===== src/rtl/mc_ctrl_gen_if.sv =====
// rtl/mc_ctrl_gen_if.sv - multi-cycle controller bus: IR/handshake inputs and datapath control outputs
// The retired port exists only when MC_PERF_CNT_EN is defined.
interface mc_ctrl_gen_if #(
    parameter int IW = 32,
    parameter int CW = 16
);
    logic [IW-1:0] ir;
    logic          cond_ok;
    logic          mem_ack;
    logic          halt_req;
    logic          mem_rd;
    logic          mem_wr;
    logic          i_or_d;
    logic          ir_write;
    logic          pc_write;
    logic [1:0]    pc_src;
    logic          reg_write;
    logic [1:0]    wd_sel;
    logic          op2_sel;
    logic [3:0]    flag_ld;
    logic [2:0]    alu_ctrl;
    logic [4:0]    state;
    logic          busy;
    logic          fault;
`ifdef MC_PERF_CNT_EN
    logic [CW-1:0] retired;
`endif

    modport master (
        output ir, cond_ok, mem_ack, halt_req,
        input  mem_rd, mem_wr, i_or_d, ir_write, pc_write, pc_src, reg_write,
        input  wd_sel, op2_sel, flag_ld, alu_ctrl, state, busy, fault
`ifdef MC_PERF_CNT_EN
        , input retired
`endif
    );

    modport slave (
        input  ir, cond_ok, mem_ack, halt_req,
        output mem_rd, mem_wr, i_or_d, ir_write, pc_write, pc_src, reg_write,
        output wd_sel, op2_sel, flag_ld, alu_ctrl, state, busy, fault
`ifdef MC_PERF_CNT_EN
        , output retired
`endif
    );
endinterface


===== src/rtl/mc_ctrl_gen.sv =====
// rtl/mc_ctrl_gen.sv - multi-cycle fetch/decode/execute controller with memory wait timeout
// Optional retired-instruction counter enabled by MC_PERF_CNT_EN.
module mc_ctrl_gen #(
    parameter int IW  = 32,
    parameter int TMO = 15,
    parameter int CW  = 16
) (
    input  logic           clk,
    input  logic           rst,
    mc_ctrl_gen_if.slave   bus
);
    typedef enum logic [4:0] {
        S_FETCH  = 5'd0,  S_DECODE = 5'd1,  S_D_ADDR = 5'd2,  S_D_RD  = 5'd3,
        S_D_WB   = 5'd4,  S_D_WR   = 5'd5,  S_BR     = 5'd6,  S_BRL   = 5'd7,
        S_EX     = 5'd8,  S_WB     = 5'd9,  S_FLG    = 5'd10, S_PC_INC = 5'd11,
        S_HALT   = 5'd12, S_FAULT  = 5'd13
    } state_t;

    localparam logic [7:0] TMO_LAST = 8'(TMO - 1);

    state_t     r_state;
    logic [7:0] r_wait;
    logic       r_i;
    logic [2:0] r_op;

    logic w_dpi, w_dti, w_bi, w_in_wait, w_timeout;

    assign w_dpi     = (bus.ir[29:24] == 6'd0);
    assign w_dti     = (bus.ir[29:21] == 9'b010000000);
    assign w_bi      = (bus.ir[29:27] == 3'b101);
    assign w_in_wait = (r_state == S_FETCH) || (r_state == S_D_RD) || (r_state == S_D_WR);
    // An ack in the same cycle the limit is reached still wins over the timeout.
    assign w_timeout = !bus.mem_ack && (r_wait == TMO_LAST);

    always_ff @(posedge clk or posedge rst) begin
        if (rst) begin
            r_state <= S_FETCH;
            r_wait  <= 8'd0;
            r_i     <= 1'b0;
            r_op    <= 3'd0;
        end else begin
            if (w_in_wait && !bus.mem_ack)
                r_wait <= r_wait + 8'd1;
            else
                r_wait <= 8'd0;
            case (r_state)
                S_FETCH:  if (bus.mem_ack) r_state <= S_DECODE;
                          else if (w_timeout) r_state <= S_FAULT;
                S_DECODE: begin
                    r_i  <= bus.ir[23];
                    r_op <= bus.ir[22:20];
                    if (!bus.cond_ok)  r_state <= S_PC_INC;
                    else if (w_dti)    r_state <= S_D_ADDR;
                    else if (w_bi)     r_state <= bus.ir[26] ? S_BRL : S_BR;
                    else if (w_dpi)    r_state <= S_EX;
                    else               r_state <= S_FAULT;
                end
                // OP[0] and the load/store L bit are the same instruction bit.
                S_D_ADDR: r_state <= r_op[0] ? S_D_RD : S_D_WR;
                S_D_RD:   if (bus.mem_ack) r_state <= S_D_WB;
                          else if (w_timeout) r_state <= S_FAULT;
                S_D_WB:   r_state <= S_PC_INC;
                S_D_WR:   if (bus.mem_ack) r_state <= S_PC_INC;
                          else if (w_timeout) r_state <= S_FAULT;
                S_EX:     r_state <= (r_op == 3'd5 || r_op == 3'd6) ? S_FLG : S_WB;
                S_WB, S_FLG: r_state <= S_PC_INC;
                S_BR, S_BRL, S_PC_INC: r_state <= bus.halt_req ? S_HALT : S_FETCH;
                S_HALT:   if (!bus.halt_req) r_state <= S_FETCH;
                S_FAULT:  r_state <= S_FAULT;
                default:  r_state <= S_FAULT;
            endcase
        end
    end

`ifdef MC_PERF_CNT_EN
    logic [CW-1:0] r_retired;
    always_ff @(posedge clk or posedge rst) begin
        if (rst)
            r_retired <= '0;
        else if (r_state == S_PC_INC || r_state == S_BR || r_state == S_BRL)
            r_retired <= r_retired + 1'b1;
    end
    assign bus.retired = r_retired;
`endif

    logic       w_mem_rd, w_mem_wr, w_i_or_d, w_ir_write, w_pc_write, w_reg_write, w_op2_sel;
    logic [1:0] w_pc_src, w_wd_sel;
    logic [3:0] w_flag_ld;
    logic [2:0] w_alu_ctrl, w_alu_map;
    logic [3:0] w_flag_map;

    always_comb begin
        case (r_op)
            3'd0:             w_alu_map = 3'd0;
            3'd1, 3'd2, 3'd6: w_alu_map = 3'd1;
            3'd3, 3'd5:       w_alu_map = 3'd2;
            3'd4:             w_alu_map = 3'd3;
            default:          w_alu_map = 3'd4;
        endcase
        w_flag_map = (r_op == 3'd0 || r_op == 3'd1 || r_op == 3'd2 || r_op == 3'd6)
                     ? 4'b1111 : 4'b0110;
    end

    always_comb begin
        w_mem_rd    = 1'b0;
        w_mem_wr    = 1'b0;
        w_i_or_d    = 1'b0;
        w_ir_write  = 1'b0;
        w_pc_write  = 1'b0;
        w_pc_src    = 2'd0;
        w_reg_write = 1'b0;
        w_wd_sel    = 2'd0;
        w_op2_sel   = 1'b0;
        w_flag_ld   = 4'd0;
        w_alu_ctrl  = 3'd0;
        case (r_state)
            S_FETCH: begin
                // Held off while reset is asserted so no fetch is issued from reset.
                w_mem_rd   = !rst;
                w_ir_write = !rst && bus.mem_ack;
            end
            S_D_ADDR: w_op2_sel = 1'b1;
            S_D_RD: begin
                w_mem_rd = 1'b1;
                w_i_or_d = 1'b1;
            end
            S_D_WB: begin
                w_reg_write = 1'b1;
                w_wd_sel    = 2'd1;
            end
            S_D_WR: begin
                w_mem_wr = 1'b1;
                w_i_or_d = 1'b1;
            end
            S_EX: begin
                w_op2_sel  = r_i;
                w_alu_ctrl = w_alu_map;
            end
            S_WB, S_FLG: begin
                w_reg_write = (r_state == S_WB);
                w_op2_sel   = r_i;
                w_alu_ctrl  = w_alu_map;
                w_flag_ld   = w_flag_map;
            end
            S_BR, S_BRL: begin
                w_pc_write  = 1'b1;
                w_pc_src    = 2'd1;
                w_reg_write = (r_state == S_BRL);
                w_wd_sel    = (r_state == S_BRL) ? 2'd2 : 2'd0;
            end
            S_PC_INC: w_pc_write = 1'b1;
            default: ;
        endcase
    end

    assign bus.mem_rd    = w_mem_rd;
    assign bus.mem_wr    = w_mem_wr;
    assign bus.i_or_d    = w_i_or_d;
    assign bus.ir_write  = w_ir_write;
    assign bus.pc_write  = w_pc_write;
    assign bus.pc_src    = w_pc_src;
    assign bus.reg_write = w_reg_write;
    assign bus.wd_sel    = w_wd_sel;
    assign bus.op2_sel   = w_op2_sel;
    assign bus.flag_ld   = w_flag_ld;
    assign bus.alu_ctrl  = w_alu_ctrl;
    assign bus.state     = r_state;
    assign bus.busy      = (r_state != S_HALT) && (r_state != S_FAULT);
    assign bus.fault     = (r_state == S_FAULT);
endmodule

===== src/flat_wrapper.sv =====
// flat-port wrapper written by rule: the top's interface ports become plain ports
module mc_ctrl_gen_flat 
#(
    parameter int IW  = 32,
    parameter int TMO = 15,
    parameter int CW  = 16
)
  (clk, rst, bus_ir, bus_cond_ok, bus_mem_ack, bus_halt_req, bus_mem_rd, bus_mem_wr, bus_i_or_d, bus_ir_write, bus_pc_write, bus_pc_src, bus_reg_write, bus_wd_sel, bus_op2_sel, bus_flag_ld, bus_alu_ctrl, bus_state, bus_busy, bus_fault);
  mc_ctrl_gen_if #(.IW(IW), .CW(CW)) bus_i ();
  input  logic clk;
  input  logic rst;
  input wire logic [$bits(bus_i.ir)-1:0] bus_ir;
  input wire logic [$bits(bus_i.cond_ok)-1:0] bus_cond_ok;
  input wire logic [$bits(bus_i.mem_ack)-1:0] bus_mem_ack;
  input wire logic [$bits(bus_i.halt_req)-1:0] bus_halt_req;
  output wire logic [$bits(bus_i.mem_rd)-1:0] bus_mem_rd;
  output wire logic [$bits(bus_i.mem_wr)-1:0] bus_mem_wr;
  output wire logic [$bits(bus_i.i_or_d)-1:0] bus_i_or_d;
  output wire logic [$bits(bus_i.ir_write)-1:0] bus_ir_write;
  output wire logic [$bits(bus_i.pc_write)-1:0] bus_pc_write;
  output wire logic [$bits(bus_i.pc_src)-1:0] bus_pc_src;
  output wire logic [$bits(bus_i.reg_write)-1:0] bus_reg_write;
  output wire logic [$bits(bus_i.wd_sel)-1:0] bus_wd_sel;
  output wire logic [$bits(bus_i.op2_sel)-1:0] bus_op2_sel;
  output wire logic [$bits(bus_i.flag_ld)-1:0] bus_flag_ld;
  output wire logic [$bits(bus_i.alu_ctrl)-1:0] bus_alu_ctrl;
  output wire logic [$bits(bus_i.state)-1:0] bus_state;
  output wire logic [$bits(bus_i.busy)-1:0] bus_busy;
  output wire logic [$bits(bus_i.fault)-1:0] bus_fault;
  assign bus_i.ir = bus_ir;
  assign bus_i.cond_ok = bus_cond_ok;
  assign bus_i.mem_ack = bus_mem_ack;
  assign bus_i.halt_req = bus_halt_req;
  assign bus_mem_rd = bus_i.mem_rd;
  assign bus_mem_wr = bus_i.mem_wr;
  assign bus_i_or_d = bus_i.i_or_d;
  assign bus_ir_write = bus_i.ir_write;
  assign bus_pc_write = bus_i.pc_write;
  assign bus_pc_src = bus_i.pc_src;
  assign bus_reg_write = bus_i.reg_write;
  assign bus_wd_sel = bus_i.wd_sel;
  assign bus_op2_sel = bus_i.op2_sel;
  assign bus_flag_ld = bus_i.flag_ld;
  assign bus_alu_ctrl = bus_i.alu_ctrl;
  assign bus_state = bus_i.state;
  assign bus_busy = bus_i.busy;
  assign bus_fault = bus_i.fault;
  mc_ctrl_gen #(.IW(IW), .TMO(TMO), .CW(CW)) u_core (.clk(clk), .rst(rst), .bus(bus_i));
endmodule

===== config.mk =====
export PLATFORM = sky130hd
export DESIGN_NAME = mc_ctrl_gen_flat
export DESIGN_NICKNAME = d
export VERILOG_FILES = /design/src/rtl/mc_ctrl_gen_if.sv /design/src/rtl/mc_ctrl_gen.sv /design/src/flat_wrapper.sv
export SDC_FILE = /design/constraint.sdc
export NUM_CORES = 1
export LEC_CHECK = 0
export CORE_MARGIN = 1.5
export CORE_UTILIZATION = 42
export DETAILED_ROUTE_END_ITERATION = 8
export GPL_TIMING_DRIVEN = 1
export HOLD_SLACK_MARGIN = 0.15
export PLACE_DENSITY = 0.81
export SLEW_MARGIN = 5
export SYNTH_ARGS = -nofsm -noshare
export SYNTH_HDL_FRONTEND = slang
export SYNTH_SLANG_ARGS = --single-unit

===== constraint.sdc =====
create_clock -name clk -period 2.3 [get_ports clk]
set_clock_uncertainty 0.2 [all_clocks]
set_input_delay 0.23 -clock clk [delete_from_list [all_inputs] [get_ports clk]]
set_output_delay 0.23 -clock clk [all_outputs]
set_load 0.01 [all_outputs]

==> metrics.yaml <==
switching_share_pct: 24.71
max-slew-margin-rel_pct: 57.51
io-pin-count: 62
critPathCaptureType: "output pin"
status: "completed"
clk_transition_reported_paths_ns: 0.10
ys_ff_latch: 17
first_global_vias: 1314
cts_max_level: 1
cp_data_required_time_ns: 1.87
crit_fanout: 8
r2r-start: "u_core.r_wait[0]"
vias: 1508
arrival_ns: 1.78
maxSlewViolCount: 0
avgSynthCellArea_sq_um: 7.684
hold_class: "in2async"
maxCapViolations: 0
yosysWarningCount: 0
p_sw_uw: 136.1
antenna_found_initial: 0
p_int_uw: 414.7
grt_max_degree: 18
clkPwrFrac_pct: 29.2
worstReg2RegEnd: "u_core.bus.state[1]"
die_w_microns: 59.91
cts_tree: "yes"
fmax_mhz: 451.5
p_comb_share_pct: 14.5
seq_power_share_pct: 56.3
cpMaxStageDelayCell: "clkdlybuf4s50_1"
rows: 20
synth_edf_count: 0
reg2reg_depth: 6
hold_buffers: 0
place_congestion: 0.8660
die-area_sq_um: 3589
yosysUniqueCellTypes: 45
dp_hpwl_mm: 2.562
ant_nets: 0
avgViaCountPerCell: 5.424
grt_overflow: 0
timing.final.crit_share_pct: 96.30
cts_inserted_buffers: 3
max_stage_delay_ns: 0.56
nets: 274
die_h_microns: 59.91
area.growth.synth_to_final_pct: 49.59
synth_top_area_share_pct: 31.28
p_leak_nw: 1.030
design.core.area_sq_um: 3053
synthArstFlopShare_pct: 100.0
place_area_sq_um: 1846
drt-initial-drc-count: 94
holdWs_ns: 0.2357
synth_common_cells: "nor2_1 (29), dfrtp_1 (17), nand2_1 (15)"
fin_crit_ns: 2.215
finalHoldViolCount: 0
start_util_pct: 44.55
ys.flop_type: "dfrtp_1"
cellPowerDensity_nw_per_um2: 270.7
finalPower_uw: 550.8
grt_pass1_wl_mm: 6.120
drc: 0
synth_top_area_cell: "dfrtp_1"
grt.total_usage_pct: 22.53
clock_sinks: 17
path_cells: "nor2_2, nand2_1, nor3_1, clkdlybuf4s50_1"
antenna_cells: 0
fin_area_sq_um: 2034
synth_area_leaders: "dfrtp_1 (31%), nor2_1 (8.0%), xor2_1 (5.8%)"
critPathKind: "reg2out"
drive_gt1_share_pct: 23.08
root_buffer: "clkbuf_4"
synthesis.area_sq_um: 1360
synth.most_common_cell: "nor2_1"
setup_violations: 0
ir_drop_mv: 0.1675
yosysSeqAreaShare_pct: 31.28
wl_per_cell_microns: 13.66
clk_path_buf_depth: 2
n_fill_cell: 255
tightest_slew_ns: 0.6366
reg2reg_slack_ns: 0.21
portBuffers: 38
syn_inst: 177
first_pass_iters: 4
clk_latency_ns: 0.29
cp-start-kind: "flip-flop"
wl_mm: 3.798
==> cell families after synthesis <==
family | Yosys count | share of synthesized area, %
AOI/OAI and AO/OA | 34 | 16.10
xor gates and xnor gates | 10 | 6.440
adders and majority gates | 2 | 1.840
buffers and inverters | 23 | 8.004
DFF | 17 | 31.28
muxes | 4 | 3.312
other | 1 | 0.2757
and+or+nand+nor | 86 | 32.75
==> through the flow <==
| stage | util, % | setup TNS [ns] | worst slack, ns | cells |
|---|---|---|---|---|
| global route | 66.64 | -0.002006 | -0.002006 | 278 |
| finish | 66.64 | 0 | 0.08505 | 278 |
| CTS | 64.59 | -0.01494 | -0.01494 | 276 |
| floorplan | - | 0 | 0.1744 | 178 |
| detailed placement | 60.45 | -0.02175 | -0.02175 | 260 |
| global placement | 60.45 | 0 | 0.02924 | 260 |
==> sequential cells by signal, summed over array words and instances, names as in the netlist <==
| signal | flops |
|---|---|
| u_core.bus.state | 5 |
| u_core.r_i | 1 |
| u_core.r_op | 3 |
| u_core.r_wait | 8 |
==> layout by cell type (no fill, tap or decap), types with 3 or more instances in the layout <==
cell type,n
nor4_1,4
clkdlybuf4s50_1,24
nor2_2,3
mux2_2,4
dfrtp_1,13
and3_1,3
dlymetal6s2s_1,10
dlygate4sd2_1,3
inv_1,8
buf_4,28
nand4_1,3
a21oi_1,11
o21ai_0,6
clkbuf_4,3
a211oi_1,3
or4_1,4
dfrtp_2,4
nor3_1,6
nand2_1,14
nand3_1,4
xor2_1,9
nor2_1,25
nor2b_1,3
==> repair_timing <==
item                       4_1_cts  5_1_grt
gates resized for setup         12       20
buffers inserted                12        2
gates cloned                     0        0
setup endpoints to repair       17       12
pin swaps                        0        0
==> power groups by stage <==
stage	logic [mW]	clock network (mW)	registers, mW
after floorplan	0.0360	0	0.313
after global placement	0.0779	0	0.315
after detailed placement	0.0787	0	0.315
after CTS	0.0793	0.165	0.310
after global routing	0.0892	0.184	0.311
final	0.0801	0.161	0.310
==> worst max path at each step <==
stage | start | to | slack, ns | cells past startpoint
floorplan | u_core.bus.state[1] | bus_flag_ld[3] | 0.17 | 7
global placement | bus_ir[27] | u_core.bus.state[3] | 0.03 | 6
detailed placement | bus_ir[27] | u_core.bus.state[3] | -0.02 | 6
CTS | u_core.bus.state[1] | bus_flag_ld[3] | -0.01 | 5
global route | u_core.bus.state[4] | bus_wd_sel[0] | -0.002 | 4
finish | u_core.bus.state[4] | bus_wd_sel[0] | 0.09 | 4
==> final cells by class <==
cell class                      count  area (sq um)  area share [%]
Timing Repair Buffer               67         630.6           31.00
Multi-Input combinational cell    138         862.1           42.37
Clock buffer                        4         26.28           1.292
Sequential cell                    17         430.4           21.16
Inverter                            8         30.03           1.476
Tap cell                           44         55.05           2.706
==> critical path, delay by kind of cell, from the launching register on <==
kind | cells | cell delay (ns)
and+or+nand+nor | 3 | 0.45
DFF | 1 | 0.49
buffers and inverters | 1 | 0.56
==> routing by layer <==
layer  share of wire, %  wire length, microns  up-vias  track usage, %
met2                 48                  1842       74           34.63
met1                 45                  1703      697           31.85
li1                   -                     -      731               -
met5                  0                     0        -               0
met3                5.4                   206        6           3.247
met4                1.2                    46        0           8.571
No activity file was read; power rests on OpenSTA's default activity.
==> RTL edit 1 (same settings) <==
Register the output `bus.fault`, without a reset; this adds one clock of latency there.
--- a/src/rtl/mc_ctrl_gen.sv
+++ b/src/rtl/mc_ctrl_gen.sv
@@ -168,3 +168,5 @@
     assign bus.busy      = (r_state != S_HALT) && (r_state != S_FAULT);
-    assign bus.fault     = (r_state == S_FAULT);
+    always_ff @(posedge clk) begin
+        bus.fault <= (r_state == S_FAULT);
+    end
 endmodule
Check against the original RTL: not equivalent (a bounded check fails within 4 cycles, from zero or initial values and one cycle with rst high).
==> RTL edit 1 against the original RTL <==
- synthesized area grew 4.0%
- worst setup slack lost 0.057 ns
- routed wire length grew 3.0%
- first-iteration DRC count rose by 24%
- sequential cell count rose by 1
- register-to-register slack got worse by 0.18 ns
- maximum frequency shrank 2.5%
- count of clock-buffer cells in the layout did not move
- non-clock buffer count fell by 4
- highest routed layer unchanged
- synthesized cell count rose by 4.0%
- worst hold slack improved by 0.018 ns
- critical path type is now reg -> reg
- final area rose by 0.49%
Power is not compared: it rests on default switching activity, and its combinational part moved more than twofold at a synthesized area within 25%.
==> RTL edit 1: results <==
[synthesis]
synthMuxAreaShare = 0.007073
ys_types = 50
yosysSeqAreaShare = 0.3148
yosys-top-cells-area = dfrtp_1, nand2_1, nor2_1
synth_fa_ha_area_frac = 0.01768
synth-xor-area-share = 0.04951
async_flop_share = 0.9444
synth_compound_area_frac = 0.1733

[final_layout]
fill_cells = 274
layout-drive-gt1-share = 0.2110

[drt]
viasPerCell = 5.512
post_drt_wl_per_cell_microns = 13.93
initialDrtViolationCount = 117

[global_route]
grt_util_all_layers = 0.2207
grt_pass1_wl_microns = 6113
grt_pass1_vias = 1332

[clock_tree]
holdBufCountCts = 1
post_cts_buffers = 4

[placed_design]
post-place-ws_ns = -0.01168
dp_hpwl_microns = 2841
gp_congestion = 0.8206

[min_path]
hold_path_class = in -> reg

[setup_path]
crit_path_max_incr_delay_ns = 0.53
cp.arrival_ns = 2.32
slowest_stage = or4_4

[run_status]
status = complete, no violations
-- RTL edit 1: changes by cell type in the layout (fill, tap and decap cells not counted), moves of 4 or more --
cell            unedited run  this run
nor3_1                     6         2
buf_4                     28        23
mux2_2                     4         0
nor2_1                    25        21
nand2_1                   14        24
nand3_1                    4        10
dlymetal6s2s_1            10         2
dlygate4sd2_1              3        10
-- RTL edit 1: cell families (layout without fill, tap and decap cells) --
family          count (synthesis)  in the layout
fa+ha+maj                       2              2
compound gates                 36             36
xor+xnor                        8              8
other cells                     1              2
mux                             1              1
buf+inv                        20             72
simple gates                   98             98
flops                          18             18
-- RTL edit 1: power by group through the flow --
stage          clock, W  combinational [W]  sequential, W
2_1_floorplan         0           0.000371       0.000425
3_3_place_gp          0           0.000634       0.000427
3_5_place_dp          0           0.000646       0.000431
4_1_cts        0.000210           0.000682       0.000420
5_1_grt        0.000220           0.000769       0.000431
6_report       0.000203           0.000704       0.000427
-- RTL edit 1: layout make-up --
class	instances	area share
multi-input cells	147	0.4572
repair buffers	63	0.2699
flip-flops and latches	18	0.2191
well taps	44	0.02693
clock buffers	4	0.01775
inverters	5	0.009180
-- RTL edit 1: per-stage QoR --
step,std cells,utilization,cell area (sq um),total power [W]
finish,281,0.6536,2044,0.001334
global route,281,0.6536,2044,0.001421
CTS,281,0.6456,2019,0.001313
detailed placement,272,0.6192,1937,0.001077
global placement,272,0.6192,1937,0.001061
floorplan,185,-,1419,0.0007958
-- RTL edit 1: worst register-to-register path: cells and delay by family, from the launching register on --
| kind | cells | cell delay (ns) |
|---|---|---|
| simple gates | 3 | 1.14 |
| flops | 1 | 0.39 |
| compound gates | 1 | 0.29 |
| fa+ha+maj | 1 | 0.14 |
| buf+inv | 1 | 0.06 |
-- RTL edit 1: worst paths after layout --
check	from	end	slack, ns	cells after the start
worst max register to register	u_core.r_wait[0]$_DFF_PP0_	u_core.bus.state[3]$_DFFE_PP0P_	0.03	6
worst max-delay path	u_core.r_wait[0]$_DFF_PP0_	u_core.bus.state[3]$_DFFE_PP0P_	0.03	6
min in group asynchronous	rst	u_core.bus.state[2]$_DFFE_PP0P_	0.72	4
max in group asynchronous	rst	u_core.bus.state[3]$_DFFE_PP0P_	0.97	4
worst min register to register	u_core.r_i$_DFFE_PP0P_	u_core.r_i$_DFFE_PP0P_	0.31	2
worst min-delay path	bus_ir[20]	u_core.r_op[0]$_DFFE_PP0P_	0.25	3
-- RTL edit 1: layer usage --
layer | GRT usage | wire length [microns]
met5 | 0 | 0
met4 | 0.08385 | 70
met3 | 0.01261 | 228
met2 | 0.3587 | 1867
met1 | 0.3100 | 1747
==> RTL edit 2 (config.mk and constraints unchanged) <==
Made on the original files. `TMO` is set to 15 in 2 places; all go to 7.
--- a/src/rtl/mc_ctrl_gen.sv
+++ b/src/rtl/mc_ctrl_gen.sv
@@ -4,3 +4,3 @@
     parameter int IW  = 32,
-    parameter int TMO = 15,
+    parameter int TMO = 7,
     parameter int CW  = 16
--- a/src/flat_wrapper.sv
+++ b/src/flat_wrapper.sv
@@ -4,3 +4,3 @@
     parameter int IW  = 32,
-    parameter int TMO = 15,
+    parameter int TMO = 7,
     parameter int CW  = 16
Function: changed (a bounded check fails within 10 cycles, from zero or initial values and one cycle with rst high).
==> RTL edit 2 against the original RTL <==
- die area shrank 3.4%
- synthesized area shrank 3.6%
- maximum frequency decreased by 0.38%
- final area is 7.3% lower
- routed wire length decreased by 7.3%
- power rose by 0.23%
- largest power group unchanged
- worst setup slack got worse by 0.0083 ns
- count of clock-buffer cells in the layout stayed put
- sequential cell count unchanged
- combinational power is essentially flat
- global-route usage is 1.6 points lower
- cell count is 11% lower
==> RTL edit 2: results <==
[final_layout]
antenna-diode-count = 0
largest_reg_flops = 8
fill_cells = 279
regMostFlops = u_core.r_wait
fin_nets = 254
layout-drive-gt1-share = 0.1822

[min_path]
min_from = u_core.r_i$_DFFE_PP0P_
hold_depth = 1
holdPathEnd = u_core.r_i$_DFFE_PP0P_
hold_path_class = reg -> reg

[run_status]
status = complete, no violations

[setup_path]
cp.arrival_ns = 1.79
r2r_slack_ns = 0.10
slowest_stage = dfrtp_1
crit_path_max_incr_delay_ns = 0.40
r2r_end = u_core.bus.state[2]$_DFFE_PP0P_
crit_start = u_core.bus.state[2]$_DFFE_PP0P_
rr_worst_depth = 6
crit_path_max_fanout = 12

[global_route]
grt_util_all_layers = 0.2095
grt_antenna_before_repair = 0
grt_pass1_vias = 1308
grt_pass1_wl_microns = 5699

[clock_tree]
clock_latency_ns = 0.29
path_clk_slew_ns = 0.09
clock_path_buffers = 2
cts_buffers = 3
cts_max_level = 1

[placed_design]
io_buffers = 38
place_area_sq_um = 1797
dp_hpwl_microns = 2614
gp_congestion = 0.8576

[synthesis]
ys.flop_type = dfrtp_1
synthTopCellsByCount = nor2_1, dfrtp_1, a21oi_1
yosys-top-cells-area = dfrtp_1, nor2_1, a21oi_1
yosysSeqAreaShare = 0.3244
synth_warnings = 0
ys_types = 42

[drt]
wl_microns = 3522
initialDrtViolationCount = 75
drt_pass1_iterations = 4
vias = 1425

[sta]
whs_ns = 0.3333

[power]
cellLeakagePower_nw = 0.9637
peakVddDrop_v = 0.0002157
## RTL edit 2: cell types whose count changed in the layout (fill, tap and decap cells not counted), sizes merged, moves of 3 or more
cell           unedited run  this run
nor2                     29        21
dlygate4sd2               3         8
buf                      29        19
inv                       8         4
nand3                     4         9
clkdlybuf4s50            24        19
nor3b                     2         5
nand2                    15        12
nor4                      5         1
nand4                     3         0
## RTL edit 2: how the worst max path moves through the flow
stage	endpoint	slack (ns)
3_3_place_gp	u_core.bus.state[3]$_DFFE_PP0P_	-0.08
3_5_place_dp	u_core.bus.state[3]$_DFFE_PP0P_	-0.09
4_1_cts	bus_op2_sel	0.0009
6_report	bus_i_or_d	0.08
5_1_grt	bus_reg_write	0.002
2_1_floorplan	bus_flag_ld[3]	0.12
## RTL edit 2: what timing repair did
| item | 4_1_cts | 5_1_grt |
|---|---|---|
| buffers inserted | 0 | 3 |
| endpoints found under the hold margin | 17 | 0 |
| resized for setup | 16 | 19 |
| setup endpoints to repair | 14 | 11 |
| hold buffers | 1 | 0 |
## RTL edit 2: metal layers
layer	up-vias	global-route usage	share of wire
li1	684	-	-
met1	690	0.2885	0.45
met2	43	0.3508	0.49
met3	8	0.01319	0.042
met4	0	0.06818	0.019
met5	-	0	0
## RTL edit 2: kinds of logic after synthesis
| kind of cell | after synthesis | share of synthesized area |
|---|---|---|
| compound gates | 35 | 0.1718 |
| xor+xnor | 8 | 0.05344 |
| fa+ha+maj | 2 | 0.01908 |
| buf+inv | 17 | 0.05725 |
| flops | 17 | 0.3244 |
| mux | 5 | 0.04198 |
| other cells | 1 | 0.002860 |
| simple gates | 79 | 0.3292 |
## RTL edit 2: area by class of cell
class | count | area share
Inverter | 4 | 0.007958
Multi-Input combinational cell | 131 | 0.4463
Clock buffer | 4 | 0.01393
Tap cell | 33 | 0.02188
Sequential cell | 17 | 0.2261
Timing Repair Buffer | 58 | 0.2838
## RTL edit 2: power breakdown
part | switching (W) | internal (W) | leakage [nW] | total, W
Clock | 0.0000924 | 0.0000675 | 0.0150 | 0.000160
Combinational | 0.0000361 | 0.0000442 | 0.739 | 0.0000803
Sequential | 0.00000776 | 0.000304 | 0.210 | 0.000312
Total | 0.000136 | 0.000416 | 0.964 | 0.000552
## RTL edit 2: through the flow
stage                       util  setup WS, ns  cells
after global routing      0.6283      0.001992    247
after global placement    0.5983      -0.07564    239
after floorplan                -        0.1169    165
after CTS                 0.6108     0.0009424    244
final                     0.6283       0.07670    247
after detailed placement  0.5983      -0.09389    239
## RTL edit 2: worst max-delay path, delay by kind of cell (launching register included)
kind | cells | cell delay, ns
AOI/OAI and AO/OA | 1 | 0.23
and+or+nand+nor | 1 | 0.23
DFF | 1 | 0.40
buffers and inverters | 3 | 0.63
